`config.mk`:
```
export PLATFORM = sky130hd
export DESIGN_NAME = extensor_signo_pipe
export DESIGN_NICKNAME = d
export VERILOG_FILES = /design/src/rtl/extensor_signo_pipe.sv
export SDC_FILE = /design/constraint.sdc
export NUM_CORES = 1
export LEC_CHECK = 0
export ABC_CLOCK_PERIOD_IN_PS = 1400
export BUFFER_PORTS_ARGS = -buffer_cell sky130_fd_sc_hd__clkbuf_2
export CORE_UTILIZATION = 41
export DETAILED_ROUTE_END_ITERATION = 8
export GPL_ROUTABILITY_DRIVEN = 1
export HOLD_SLACK_MARGIN = 0.03
export PLACE_DENSITY = 0.8
export SLEW_MARGIN = 20
export SYNTH_ARGS = -nofsm -noshare
export SYNTH_HDL_FRONTEND = slang
export SYNTH_SLANG_ARGS = --single-unit
export TNS_END_PERCENT = 30
```
`constraint.sdc`:
```
create_clock -name clk -period 1.4 [get_ports clk]
set_input_delay 0.07 -clock clk [delete_from_list [all_inputs] [get_ports clk]]
set_output_delay 0.07 -clock clk [all_outputs]
set_load 0.005 [all_outputs]
```
`src/rtl/extensor_signo_pipe.sv`:
```
// Registered immediate generator for decode: valid/ready in, valid/ready out, tag pass-through, flush.
// Define IMM_SKID_EN for a two-entry output stage whose in_ready comes from state only.
module extensor_signo_pipe #(
  parameter int XLEN  = 32,
  parameter int TAG_W = 8
) (
  input  logic             clk,
  input  logic             reset,
  input  logic             flush,
  input  logic             in_valid,
  output logic             in_ready,
  input  logic [31:0]      morse,
  input  logic [2:0]       selec,
  input  logic [TAG_W-1:0] tag_in,
  output logic             out_valid,
  input  logic             out_ready,
  output logic [XLEN-1:0]  salida,
  output logic [TAG_W-1:0] tag_out
);

  function automatic logic [XLEN-1:0] build_imm(input logic [31:0] w, input logic [2:0] sel);
    logic signed [11:0] imm_i;
    logic signed [11:0] imm_s;
    logic signed [12:0] imm_b;
    logic signed [20:0] imm_j;
    logic signed [31:0] imm_u;
    logic               unused_opcode;
    logic [XLEN-1:0]    r;
    r             = '0;
    unused_opcode = ^w[6:0];
    imm_i = w[31:20];
    imm_s = {w[31:25], w[11:7]};
    imm_b = {w[31], w[7], w[30:25], w[11:8], 1'b0};
    imm_j = {w[31], w[19:12], w[20], w[30:21], 1'b0};
    imm_u = {w[31:12], 12'b0};
    // Signed size casts replicate bit 31 of the instruction up to XLEN.
    case (sel)
      3'b000:  r = XLEN'(imm_i);
      3'b001:  r = (XLEN == 64) ? XLEN'(w[25:20]) : XLEN'(w[24:20]);
      3'b010:  r = XLEN'(imm_s);
      3'b011:  r = XLEN'(imm_u);
      3'b100:  r = XLEN'(imm_b);
      3'b101:  r = XLEN'(imm_j);
      3'b110:  r = XLEN'(w[19:15]);
      default: r = '0;
    endcase
    return r;
  endfunction

  logic [XLEN-1:0]  imm_p0;
  logic             in_xfer;
  logic             out_xfer;
  logic             vld_p1;
  logic [XLEN-1:0]  imm_p1;
  logic [TAG_W-1:0] tag_p1;

  assign imm_p0    = build_imm(morse, selec);
  assign in_xfer   = in_valid && in_ready;
  assign out_xfer  = vld_p1 && out_ready;
  assign out_valid = vld_p1;
  assign salida    = imm_p1;
  assign tag_out   = tag_p1;

  // p0 -> p1: immediate built combinationally, captured at input transfer
`ifdef IMM_SKID_EN
  logic             skid_vld_p1;
  logic [XLEN-1:0]  skid_imm_p1;
  logic [TAG_W-1:0] skid_tag_p1;

  assign in_ready = !skid_vld_p1 && !reset && !flush;

  always_ff @(posedge clk) begin
    if (reset) begin
      vld_p1      <= 1'b0;
      skid_vld_p1 <= 1'b0;
      imm_p1      <= '0;
      tag_p1      <= '0;
    end else if (flush) begin
      vld_p1      <= 1'b0;
      skid_vld_p1 <= 1'b0;
    end else if (skid_vld_p1) begin
      // A full skid implies a full output stage; drain it in order.
      if (out_ready) begin
        imm_p1      <= skid_imm_p1;
        tag_p1      <= skid_tag_p1;
        skid_vld_p1 <= 1'b0;
      end
    end else if (in_xfer) begin
      if (!vld_p1 || out_ready) begin
        vld_p1 <= 1'b1;
        imm_p1 <= imm_p0;
        tag_p1 <= tag_in;
      end else begin
        skid_vld_p1 <= 1'b1;
      end
    end else if (out_xfer) begin
      vld_p1 <= 1'b0;
    end
  end

  always_ff @(posedge clk) begin
    if (in_xfer && vld_p1 && !out_ready) begin
      skid_imm_p1 <= imm_p0;
      skid_tag_p1 <= tag_in;
    end
  end
`else
  assign in_ready = (!vld_p1 || out_ready) && !reset && !flush;

  always_ff @(posedge clk) begin
    if (reset) begin
      vld_p1 <= 1'b0;
      imm_p1 <= '0;
      tag_p1 <= '0;
    end else if (flush) begin
      vld_p1 <= 1'b0;
    end else if (in_xfer) begin
      vld_p1 <= 1'b1;
      imm_p1 <= imm_p0;
      tag_p1 <= tag_in;
    end else if (out_xfer) begin
      vld_p1 <= 1'b0;
    end
  end
`endif

endmodule

```
After elaboration in Yosys (flattened, before gate mapping) --
Index checks and enable logic that the tools add are counted. W data, S select, Z words.
Word-level totals: logic and storage cells 25, output and inout bits 42, register bits after elaboration 41, bits of input ports 48
Operators by class: equality and inequality tests 6, mux-type cells 3, bitwise gates (word level) 1, reduce and logical (&&, ||, !) cells 12
Operators with widths (number):
- $pmux W32 S7 | 1
- $eq A3 B3 Y1 const B | 3
- $eq A3 B2 Y1 const B | 2
- $logic_and A1 B1 Y1 | 4
- $eq A3 B1 Y1 const B | 1
- $logic_not A1 Y1 | 3
- $logic_not A3 Y1 | 1
- $mux W1 | 2
- $reduce_and A2 Y1 | 1
- $reduce_bool A2 Y1 | 1
- $reduce_or A2 Y1 | 1
- $logic_or A1 B1 Y1 | 1
- $not A1 Y1 | 1

Depth between registers and ports, before layout --
Gate-level depths: netlist (run 1).
depth in word-level cells 6, depth in mapped cells 7, mapped depth without buffers 4

Worst setup path before layout (run 1) --
Ideal clock, no wire load.
path kind input -> register, start point input port reset, end point register imm_p1[22] (netlist: salida[22]), data arrival time 1.259 ns, setup slack 0.009 ns, library setup time 0.132 ns, path buffers 3, data required time 1.268 ns, stages 7, cells stage by stage clkbuf_1 > or2_1 > buf_6 > a2111o_1 > buf_2 > a21oi_1 > nor3_1
On the way: longest elaborated chain between the ends 5
Ends and longest elaborated chain:
- start, declared | RTL line 8 | input logic reset,
- $logic_not A1 Y1 | RTL line 108 | assign in_ready = (!vld_p1 || out_ready) && !reset && !flush;
- $logic_and A1 B1 Y1 (2 in series) | RTL line 108
- $logic_and A1 B1 Y1 | RTL line 58 | assign in_xfer = in_valid && in_ready;
- $reduce_and A2 Y1 (no source line)
- end signal, assigned | RTL line 119 | imm_p1 <= imm_p0;
- end, declared | RTL line 54 | logic [XLEN-1:0] imm_p1;
Parallel ways exist; a longest one is shown, timed or not. A chain may end at the register's enable or synchronous reset.

Worst setup path after layout (run 1) --
start point register vld_p1 (netlist: out_valid), end point register imm_p1[20] (netlist: salida[20])
On the way: longest elaborated chain between the ends 6
Ends and longest elaborated chain:
- start, declared | RTL line 53 | logic vld_p1;
- start signal, assigned | RTL line 112 | vld_p1 <= 1'b0;
- start signal, assigned | RTL line 116 | vld_p1 <= 1'b0;
- start signal, assigned | RTL line 118 | vld_p1 <= 1'b1;
- $logic_not A1 Y1 | RTL line 108
- $logic_or A1 B1 Y1 | RTL line 108
- $logic_and A1 B1 Y1 (2 in series) | RTL line 108
- $logic_and A1 B1 Y1 | RTL line 58
- $reduce_and A2 Y1 (no source line)
No other way between the ends.

==> results.cfg, run 1 <==
[drt]
detail-route-antenna-nets = 0
num_vias = 1837
drt_first_iter_violations = 62
via_per_inst = 5.103
drt-total-wl_mm = 4.691
drc_errors = 0
drt_first_pass_iters = 4
wire_per_inst_um = 13.03

[floorplanning]
start_util_pct = 43.91
coreArea_um2 = 4086
die_h_um = 68.15
dieArea_um2 = 4644
std_cell_rows = 23
die_w_um = 68.15
io_pins = 90

[sta]
hold_violations = 0
skew_ps = 2.026
setup_viol = 0
slew_violations = 0
min_period_ps = 1331
setup_ws_ps = 69.12
tightest_slew_ps = 457.7
slew_headroom_pct = 69.49
timing.fmax_mhz = 751.4
period_share_pct = 95.06
rsz0062_at_grt = false

[clocking]
root_buffer = clkbuf_8
ctsLongestPathBuffers = 2
cts_tree = built
cts_max_level = 2
insertion_delay_ps = 290
clk_pin_slew_ps = 80
numCtsBuffers = 5
cts_sinks = 41

[critical_path]
worstPathRequired_ps = 1570
reg2reg_to = salida[20]$_SDFFE_PP0P_
rrSetupSlack_ps = 70
ff2ff_path_depth = 4
worst_ep_arrival_time_ps = 1500
critPathKind = reg2reg
path_max_fanout = 11
timing.rr.start = out_valid$_SDFFE_PP0P_
worst_setup_path_end_kind = flip-flop
cp-start-kind = flip-flop

[synth]
syn-instance-count = 219
synth_ff_type = dfxtp_1
synth_warnings = 0
syn_area_um2 = 1794
synth_cell_types = 29
ys_seq_area_share_pct = 45.75
synth.avg_cell_area_um2 = 8.193
synthArstFlopShare_pct = 0
syn_nets = 267
synth-seq-cells = 41
synth_edf_count = 0

[global_route]
antenna_found_initial = 0
grt_pass1_vias = 1654
grt_max_degree = 42
grt_pass1_wl_mm = 7.245
track_usage_pct = 20.98
grt_overflow = 0

[layout]
area_growth_syn_to_layout_pct = 38.35
nets = 357
final_common_cell = clkbuf_2
drive_above_1_share_pct = 35.81
diodes = 0
final_cell_mix = clkbuf_2, dfxtp_1, a21oi_1

[power_and_ir_drop]
ir_drop_mv = 0.3983
p_leak_nw = 1.096
finalPower_mw = 2.355
p_per_area_nw_per_um2 = 948.8

[worst_hold_path]
timing.hold.worst_path_depth = 3
hold_class = in2reg
hp-start = morse[27]
hold_end = salida[7]$_SDFFE_PP0P_

[flow_run]
maxCapViolations = 0

[status]
status = complete, no violations

[placed_design]
finalWeightedCongestion = 0.7827
port_buffers = 82
pre_cts_ws_ps = -44.20
dp_hpwl_mm = 3.273
-- layout make-up --
class	count	area, um^2
clock buffer	6	72.57
multi-input combinational	148	863.3
inverter	9	33.78
fill	390	1604
clock inverter	2	10.01
sequential	41	822.0
tap	50	62.56
timing repair buffer	104	618.1
-- layer usage --
layer	global-route usage, %	share of wire, %	up-vias
met5	0	0	-
met4	7.031	1.6	0
met3	7.167	7.5	7
met2	36.89	48	69
met1	23.37	42	820
li1	-	-	941
-- metrics by stage --
| step | hold WS (ps) | TNS [ps] | cell area [um^2] | utilization (%) | instances |
|---|---|---|---|---|---|
| floorplan | 190.7 | 0 | 1794 | - | 219 |
| global placement | 295.4 | 0 | 2257 | 55.24 | 341 |
| detailed placement | 304.7 | -149.5 | 2257 | 55.24 | 341 |
| CTS | 31.25 | 0 | 2472 | 60.50 | 361 |
| global route | 38.70 | 0 | 2482 | 60.75 | 360 |
| finish | 36.58 | 0 | 2482 | 60.75 | 360 |
-- worst max-delay path, cell delays in order (launching register included) --
cell and delay, ps:
dfxtp_2 330, nor2b_4 140, a2111o_2 480, a21oi_1 180, nor3_1 70
-- power by group --
part           total [mW]  internal, mW  switching [mW]
combinational       0.376         0.183           0.193
sequential           1.24          1.21          0.0240
clock               0.744         0.346           0.398
-- sequential cells by signal, indices dropped and copies added, names as in the netlist --
signal     cells
tag_out        8
salida        32
out_valid      1
-- synth_stat cells (5+ instances only) --
| master | count | area [um^2] |
|---|---|---|
| nand2_1 | 24 | 90.09 |
| nor2_1 | 25 | 93.84 |
| nand3_1 | 7 | 35.03 |
| a21boi_0 | 8 | 60.06 |
| clkbuf_1 | 8 | 30.03 |
| o32ai_1 | 8 | 70.07 |
| dfxtp_1 | 41 | 820.8 |
| buf_2 | 9 | 45.04 |
| mux2i_1 | 5 | 50.05 |
| a211oi_1 | 9 | 67.56 |
| inv_1 | 9 | 33.78 |
| nor3_1 | 16 | 80.08 |
| a21oi_1 | 31 | 155.2 |
-- cells by family (layout without fill, tap and decap cells) --
logic type             after synthesis  after routing  share of synthesized area (%)
muxes                                6              6                          3.556
and+or+nand+nor                     83             83                          21.41
AOI/OAI and AO/OA                   59             59                          21.55
DFF                                 41             41                          45.75
buffers and inverters               30            121                          7.740
-- worst max path at each step --
stage | startpoint | end | slack [ps] | cells past startpoint
2_1_floorplan | reset | salida[22]$_SDFFE_PP0P_ | 9 | 7
3_3_place_gp | out_valid$_SDFFE_PP0P_ | salida[3]$_SDFFE_PP0P_ | 10 | 5
3_5_place_dp | out_valid$_SDFFE_PP0P_ | salida[24]$_SDFFE_PP0P_ | -40 | 4
4_1_cts | out_valid$_SDFFE_PP0P_ | salida[0]$_SDFFE_PP0P_ | 2 | 5
5_1_grt | out_valid$_SDFFE_PP0P_ | tag_out[4]$_SDFFE_PP0P_ | 6 | 5
6_report | out_valid$_SDFFE_PP0P_ | salida[20]$_SDFFE_PP0P_ | 70 | 4
-- repair_timing --
item | 4_1_cts | 5_1_grt
setup endpoints to repair | 16 | 17
setup buffers | 0 | 0
pin swaps | 1 | 3
hold endpoints to repair | 12 | 0
resized for setup | 4 | 5
hold buffers | 12 | 0
No activity file was read; power rests on OpenSTA's default activity.
==> run 2: changes to the inputs <==
--- a/config.mk
+++ b/config.mk
@@ -7,11 +7,12 @@
 export LEC_CHECK = 0
 export ABC_CLOCK_PERIOD_IN_PS = 1400
 export BUFFER_PORTS_ARGS = -buffer_cell sky130_fd_sc_hd__clkbuf_2
-export CORE_UTILIZATION = 41
+export CORE_UTILIZATION = 42
+export CTS_BUF_LIST = sky130_fd_sc_hd__clkbuf_4
 export DETAILED_ROUTE_END_ITERATION = 8
 export GPL_ROUTABILITY_DRIVEN = 1
 export HOLD_SLACK_MARGIN = 0.03
-export PLACE_DENSITY = 0.8
+export PLACE_DENSITY = 0.81
 export SLEW_MARGIN = 20
 export SYNTH_ARGS = -nofsm -noshare
 export SYNTH_HDL_FRONTEND = slang
==> run 2 against run 1 <==
  * Clock skew grew 8.4 ps
  * Register-to-register slack worse by 20 ps
  * Setup slack lost 23 ps
  * Combinational power rose by 14%
  * Power grew 11%
  * First-iteration DRC count is 73% higher
  * Flip-flop and latch count is the same
  * Die area shrank 2.3%
  * Cell count rose by 5.3%
  * Via count rose by 5.2%
  * Clock power up 26%
==> results.cfg, run 2 (synthesis gave the netlist of run 1 again) <==
[status]
status = complete, no violations

[global_route]
grt_max_degree = 42
grt_overflow = 0
grt_pass1_vias = 1799
grt_pass1_wl_mm = 8.024
antenna_found_initial = 0
track_usage_pct = 24.15

[sta]
setup_ws_ps = 46.50
rsz0062_at_grt = false
slew_violations = 0
min_period_ps = 1353
tightest_slew_ps = 430.1
timing.hold.ws_ps = 147.3
slew_headroom_pct = 71.33
setup_viol = 0
skew_ps = 10.46
hold_violations = 0
period_share_pct = 96.68
timing.fmax_mhz = 738.8

[drt]
num_vias = 1933
drt_first_iter_violations = 107
wire_per_inst_um = 13.41
drt_first_pass_iters = 4
via_per_inst = 5.100
drc_errors = 0
detail-route-antenna-nets = 0
drt-total-wl_mm = 5.081

[clocking]
insertion_delay_ps = 350
root_buffer = clkbuf_4
post_cts_buffers = 0
cts_max_level = 2
cts_tree = built
numCtsBuffers = 5
ctsLongestPathBuffers = 2
clk_pin_slew_ps = 130
cts_sinks = 41

[power_and_ir_drop]
p_sw_mw = 0.6216
comb_power_share_pct = 16.4
p_leak_nw = 1.191
p_per_area_nw_per_um2 = 962.5
intPower_mw = 1.983
sw_frac_of_total_pct = 23.86
ir_drop_mv = 0.5830
clkPwrFrac_pct = 36.1
p_seq_share_pct = 47.4
finalPower_mw = 2.605

[layout]
diodes = 0
drive_above_1_share_pct = 35.26
nets = 376
fin_util_pct = 66.70
seq_area_um2 = 820.8
final_cell_mix = clkbuf_2, dfxtp_1, a21oi_1, dlygate4sd3_1, nor2_1
final_common_cell = clkbuf_2
area_growth_syn_to_layout_pct = 50.84
multi_input_area_um2 = 875.8
fill_cells = 345
largest_reg_flops = 32
fin_area_um2 = 2706

[critical_path]
worst_setup_path_end_kind = flip-flop
worst_ep_arrival_time_ps = 1590
critPathKind = reg2reg
path_max_fanout = 6
cp-start-kind = flip-flop
worstPathRequired_ps = 1630

[worst_hold_path]
hold_class = in2reg

[placed_design]
dp_hpwl_mm = 3.216
pre_cts_ws_ps = -34.55
port_buffers = 82
finalWeightedCongestion = 0.7508
place_area_um2 = 2265

[floorplanning]
start_util_pct = 44.22
dieArea_um2 = 4537
die_w_um = 67.36
std_cell_rows = 23
io_pins = 90
die_h_um = 67.36
coreArea_um2 = 4058

[flow_run]
maxCapViolations = 0
==> run 2: cell types whose count changed in the layout (fill, tap and decap cells not counted), moves of 2 or more <==
| cell | change |
|---|---|
| dlygate4sd3_1 | +17 |
| clkbuf_4 | +5 |
| clkbuf_8 | -5 |
| a21oi_1 | -2 |
| a21oi_2 | +2 |
| buf_6 | +2 |
| bufinv_16 | +2 |
==> run 2: area by class of cell <==
type / count / area share, %
multi-input cells: 148 / 32.36
flip-flops and latches: 41 / 30.33
repair buffers: 123 / 29.96
clock inverters: 3 / 2.404
well taps: 50 / 2.312
clock buffers: 5 / 1.387
inverters: 9 / 1.248
==> run 2: metrics by stage <==
step	cells	TNS [ps]
after floorplan	219	0
after global placement	342	0
after detailed placement	342	-122.5
after CTS	379	0
after global routing	379	0
final	379	0
==> run 2: final timing paths <==
check,endpoint,slack [ps],cells past startpoint,start
hold / removal,out_valid$_SDFFE_PP0P_,150,5,out_ready
setup reg to reg,salida[0]$_SDFFE_PP0P_,50,5,out_valid$_SDFFE_PP0P_
setup / recovery,salida[0]$_SDFFE_PP0P_,50,5,out_valid$_SDFFE_PP0P_
hold reg to reg,tag_out[4]$_SDFFE_PP0P_,460,2,tag_out[4]$_SDFFE_PP0P_
==> run 2: layer usage <==
layer / GRT usage, % / wire length, um / vias to the layer above
li1: - / - / 981
met2: 45.13 / 2618 / 74
met5: 0 / 0 / -
met3: 6.588 / 308 / 10
met1: 25.31 / 2065 / 868
met4: 9.309 / 89 / 0
==> run 2: worst max-delay path, cell delays in order, from the launching register on <==
cell	delay [ps]
dfxtp_1	330
nor2b_4	140
or3_4	370
buf_6	140
a311oi_2	180
nor3_1	70
==> run 2: timing repair <==
action,in CTS,in global routing
pin swaps,0,1
hold endpoints to repair,35,0
resized for setup,5,7
setup endpoints to repair,18,32
hold buffers,29,0
==> run 2: power groups by stage <==
stage                     Combinational, mW  Sequential, mW  Clock (mW)
final                                 0.428            1.24       0.941
after global routing                  0.472            1.24        1.03
after CTS                             0.415            1.24       0.971
after detailed placement              0.344            1.26           0
after global placement                0.339            1.26           0
after floorplan                       0.185            1.26           0
